$ cat src/rtl/uart_tx_ctrl.sv
// UART transmit frame sequencer: start / data (from serializer) / optional parity / stop.
// Optional line-break generation is enabled with `define UART_TX_BREAK_EN (adds brk_req).
module uart_tx_ctrl #(
   parameter int DATA_WIDTH = 8,
   parameter int CNT_W      = 4
) (
   input  logic                  clk,
   input  logic                  rst,
   input  logic [DATA_WIDTH-1:0] p_data,
   input  logic                  data_valid,
   input  logic                  par_en,
   input  logic                  par_typ,
   input  logic                  ser_data,
`ifdef UART_TX_BREAK_EN
   input  logic                  brk_req,
`endif
   output logic                  ser_en,
   output logic                  tx_out,
   output logic                  busy,
   output logic                  frame_done
);

   typedef enum logic [2:0] {
      IDLE,
      START,
      DATA,
      PARITY,
      STOP
`ifdef UART_TX_BREAK_EN
      , BRK
`endif
   } state_t;

   localparam logic [CNT_W-1:0] LAST_BIT = CNT_W'(DATA_WIDTH - 1);

   state_t           state_q, state_d;
   logic [CNT_W-1:0] cnt_q, cnt_d;
   logic             par_en_q, par_en_d;
   logic             par_bit_q, par_bit_d;
   logic             tx_out_q, tx_out_d;
   logic             busy_q, busy_d;
   logic             ser_en_q, ser_en_d;
   logic             frame_done_q, frame_done_d;
   logic             accept;

   always_comb begin
      state_d   = state_q;
      cnt_d     = cnt_q;
      par_en_d  = par_en_q;
      par_bit_d = par_bit_q;
      accept    = 1'b0;

      case (state_q)
         IDLE: begin
`ifdef UART_TX_BREAK_EN
            if (brk_req) state_d = BRK;
            else
`endif
            if (data_valid) accept = 1'b1;
         end
         START: begin
            state_d = DATA;
            cnt_d   = '0;
         end
         DATA: begin
            if (cnt_q == LAST_BIT) state_d = par_en_q ? PARITY : STOP;
            else                   cnt_d   = cnt_q + 1'b1;
         end
         PARITY: state_d = STOP;
         STOP: begin
            if (data_valid) accept  = 1'b1;
            else            state_d = IDLE;
         end
`ifdef UART_TX_BREAK_EN
         BRK: if (!brk_req) state_d = STOP;
`endif
         default: state_d = IDLE;
      endcase

      // Config is captured only here, so mid-frame changes never leak in.
      if (accept) begin
         state_d   = START;
         par_en_d  = par_en;
         par_bit_d = (^p_data) ^ par_typ;
      end
   end

   // Outputs are decoded from the next state so they land in the same cycle as the state.
   always_comb begin
      tx_out_d     = 1'b1;
      ser_en_d     = 1'b0;
      busy_d       = (state_d != IDLE);
      frame_done_d = (state_d == STOP);
`ifdef UART_TX_BREAK_EN
      if (state_q == BRK) frame_done_d = 1'b0;
`endif
      case (state_d)
         START: begin
            tx_out_d = 1'b0;
            ser_en_d = 1'b1;
         end
         DATA: begin
            tx_out_d = ser_data;
            ser_en_d = (cnt_d != LAST_BIT);
         end
         PARITY: tx_out_d = par_bit_d;
`ifdef UART_TX_BREAK_EN
         BRK: tx_out_d = 1'b0;
`endif
         default: tx_out_d = 1'b1;
      endcase
   end

   always_ff @(posedge clk) begin
      if (rst) begin
         state_q      <= IDLE;
         cnt_q        <= '0;
         par_en_q     <= 1'b0;
         par_bit_q    <= 1'b0;
         tx_out_q     <= 1'b1;
         busy_q       <= 1'b0;
         ser_en_q     <= 1'b0;
         frame_done_q <= 1'b0;
      end else begin
         state_q      <= state_d;
         cnt_q        <= cnt_d;
         par_en_q     <= par_en_d;
         par_bit_q    <= par_bit_d;
         tx_out_q     <= tx_out_d;
         busy_q       <= busy_d;
         ser_en_q     <= ser_en_d;
         frame_done_q <= frame_done_d;
      end
   end

   assign tx_out     = tx_out_q;
   assign busy       = busy_q;
   assign ser_en     = ser_en_q;
   assign frame_done = frame_done_q;

endmodule

$ cat config.mk
export PLATFORM = sky130hd
export DESIGN_NAME = uart_tx_ctrl
export DESIGN_NICKNAME = d
export VERILOG_FILES = /design/src/rtl/uart_tx_ctrl.sv
export SDC_FILE = /design/constraint.sdc
export NUM_CORES = 1
export LEC_CHECK = 0
export CAP_MARGIN = 0
export CORE_AREA = 2 2 39 41
export DETAILED_ROUTE_END_ITERATION = 10
export DIE_AREA = 0 0 41 43
export DONT_BUFFER_PORTS = 1
export MAX_ROUTING_LAYER = met4
export PLACE_DENSITY = 0.74
export SLEW_MARGIN = 40
export SYNTH_ARGS = -nofsm -noshare
export SYNTH_HDL_FRONTEND = slang
export SYNTH_SLANG_ARGS = --single-unit
$ cat constraint.sdc
create_clock -name clk -period 4.7 [get_ports clk]
set_input_delay 0.235 -clock clk [delete_from_list [all_inputs] [get_ports clk]]
set_output_delay 0.235 -clock clk [all_outputs]
set_load 0.005 [all_outputs]
==> metrics <==
status finished clean; fin nets 94; Worst path slowest cell or3_1; initial cell density of the core 0.505; clock skew about 8.6 ps; Worst Max-Slew Pin Slew 309 ps; IO Port Bufs 0; Hold Vio Cnt, Final 0; Slew headroom 0.791; Static Leak around 0.28 nW; Final HPWL DP between 900 and 1000 um; min cycle time layout ~1900 ps; synth warn 0; PostCTS Resize Cnt 0; antenna violations before repair 0; Die X 41 um; root buf cell clkbuf_4; GRT Residual Overflow 0; Post-CTS Hold Buffers 0; DR DRC count 0; maximum net fanout on the critical path 6; critical path class flop to flop; Core ar. 1380 um2; setup_tns 0 ps; Hold WS 16.5 ps; part of the power in registers 0.536; combinational group share of total power 0.159; Adder-Cell Fraction of Synth Area 0.0179; post-synthesis simple-gate area fraction 0.283; # diodes 0; layout cells sized above 1 0.0513; max cap viols 0; buffer and inverter count on the worst path 0; cells after synthesis between 70 and 80; RSZ-0062 raised after global routing false; worst-path cell chain ha_1 > and3b_1 > or3_1 > nor4b_1 > o211ai_1 > o2bb2ai_1; Max Clk Rate 0.522 GHz; Syn Area/Cell between 8 and 9 um2; Die H 43 um; WP data required around 4900 ps; synth top area cells dfxtp_1, xnor2_1, nor2_1; Vias/cell approximately 5.8; Crit path largest cell delay roughly 400 ps; switching pwr 0.0591 mW; final worst-path cycle share 0.408; Num CTS Buffers 3; Clock Pin Slew Worst Setup and Hold Paths approximately 90 ps; sequential share of the synthesized area 0.372; fin cells 94; Post-Synth XOR/XNOR Area 0.120; GRT Util Overall 0.174; Synth top area share 0.372; net count after synthesis 93; type of the most critical hold path input port to flop; Sw Share 0.257; vias in the first global route between 400 and 500; Setup Buffers After CTS 0; routed vias 549; worst skew pair latency roughly 280 ps; count of cell types in the netlist 36; Setup crit end kind flop; Slew Viols, Final 0; CTS Buffer Depth 2; internal power roughly 0.17 mW; DRT Wirelength 1270 um; drt initial violations 24; CTS tree yes; first-pass GRT wire length between 2000 and 2500 um; I/O pins 18; P per Cell Area approximately 320 nW/um2; number of detailed-route iterations in the first pass 4; area grow syn2layout 4.29%; # clock sinks 13; startpoint types flop; largest area contributor in the netlist dfxtp_1; largest net degree at the start of global routing 12; clock group share of total power 0.305; Worst Path Arrival around 2100 ps; #FFs+latches synth 13; H-tree Lvls 1; die area about 1800 um2; mux cell area share after synthesis 0.0286; antenna viol nets, final 0; final setup vio count 0; largest family of logic cells by synthesized area simple AND/OR/NAND/NOR gates; post-synthesis compound-gate area fraction 0.150; post-layout util 0.527; Placed Instances 90; FP Rows 14; maximum vdd drop between 0.0001 and 0.00015 V; Mapped Area 699 um2; RePlAce Congestion between 0.8 and 0.9; Wirelength per Cell 13.5 um; delay-heaviest family, CP simple AND/OR/NAND/NOR gates
==> layout make-up <==
class	instances	area [um2]
sequential	13	260
clock buffer	4	26.3
inverter	1	3.75
fill	137	654
multi-input combinational	60	419
tap	16	20.0
==> power groups by stage <==
| stage | sequential (mW) | combinational (mW) | clock [mW] |
|---|---|---|---|
| finish | 0.123 | 0.0367 | 0.0701 |
| CTS | 0.124 | 0.0371 | 0.0702 |
| detailed placement | 0.126 | 0.0368 | 0 |
| global route | 0.125 | 0.0413 | 0.0752 |
| floorplan | 0.123 | 0.0358 | 0 |
| global placement | 0.126 | 0.0363 | 0 |
==> path summary, 6_finish.rpt <==
| path | start | to | slack (ps) | cells past startpoint |
|---|---|---|---|---|
| worst max-delay path | cnt_q[0] | ser_en | 2780 | 6 |
| worst min register to register | par_bit_q | par_bit_q | 560 | 3 |
| worst min-delay path | rst | busy | 20 | 1 |
| worst max register to register | cnt_q[0] | ser_en | 2780 | 6 |
==> routing by layer <==
layer,vias to the layer above,track usage,part of all wire
met5,-,-,0
met2,20,0.256,0.52
met4,0,0.0933,0.0087
li1,274,-,-
met1,253,0.205,0.41
met3,2,0.0524,0.062
==> Yosys cell counts <==
| cell | n |
|---|---|
| nor2_1 | 9 |
| xnor3_1 | 1 |
| dfxtp_1 | 13 |
| mux2i_1 | 2 |
| a21oi_1 | 5 |
| nand2b_4 | 1 |
| or3_1 | 1 |
| nand4b_1 | 1 |
| o221ai_1 | 1 |
| ha_1 | 1 |
| nor3b_1 | 1 |
| nand3b_1 | 2 |
| nand2b_1 | 3 |
| xnor2_1 | 7 |
| or3b_1 | 1 |
| nor2b_1 | 1 |
| inv_1 | 1 |
| o211ai_1 | 1 |
| and3b_1 | 1 |
| a41oi_1 | 1 |
| o21ai_0 | 2 |
| o2bb2ai_1 | 1 |
| buf_2 | 1 |
| clkbuf_1 | 3 |
| o22a_1 | 1 |
| o21a_1 | 1 |
| o21bai_1 | 1 |
| o21ai_1 | 1 |
| and2b_1 | 1 |
| and2_1 | 3 |
| a21o_1 | 1 |
| nor3_1 | 4 |
| nand2_1 | 1 |
| and3_1 | 1 |
| nor4b_1 | 1 |
| nand3_1 | 1 |
==> state kept, by name (all words and copies together), names as in the netlist <==
| register | flops |
|---|---|
| frame_done | 1 |
| cnt_q | 4 |
| state_q | 3 |
| par_en_q | 1 |
| tx_out | 1 |
| ser_en | 1 |
| busy | 1 |
| par_bit_q | 1 |
==> logic make-up (layout without fill, tap and decap cells) <==
logic type,after synthesis,in the layout
DFF,13,13
buffers and inverters,5,5
muxes,2,2
adders and majority gates,1,1
and+or+nand+nor,33,33
xor gates and xnor gates,8,8
AOI/OAI and AO/OA,16,16
==> per-stage QoR <==
step / setup slack [ps] / area (um2) / power (mW)
floorplan: 2950 / 699 / 0.159
global placement: 2910 / 703 / 0.162
detailed placement: 2820 / 703 / 0.163
CTS: 2780 / 729 / 0.231
global route: 2590 / 729 / 0.241
finish: 2780 / 729 / 0.230
==> cells in the final DEF, fill, tap and decap left out <==
cell type,n
and3_1,1
a21o_1,1
nand3b_1,2
o211ai_1,1
or3_1,1
o221ai_1,1
ha_1,1
nand2b_1,3
a41oi_1,1
o21ai_1,1
nor2_1,9
nor3_1,4
xnor3_1,1
inv_1,1
and2b_1,1
and3b_1,1
nand3_1,1
o22a_1,1
nand4b_1,1
nor4b_1,1
dfxtp_1,13
o21ai_0,2
nor3b_1,1
clkbuf_4,3
and2_1,3
nand2_1,1
o21a_1,1
xnor2_1,7
nand2b_4,1
nor2b_1,1
mux2i_1,2
or3b_1,1
o2bb2ai_1,1
a21oi_1,5
o21bai_1,1
clkbuf_1,1
(Power assumes the default switching activity.)
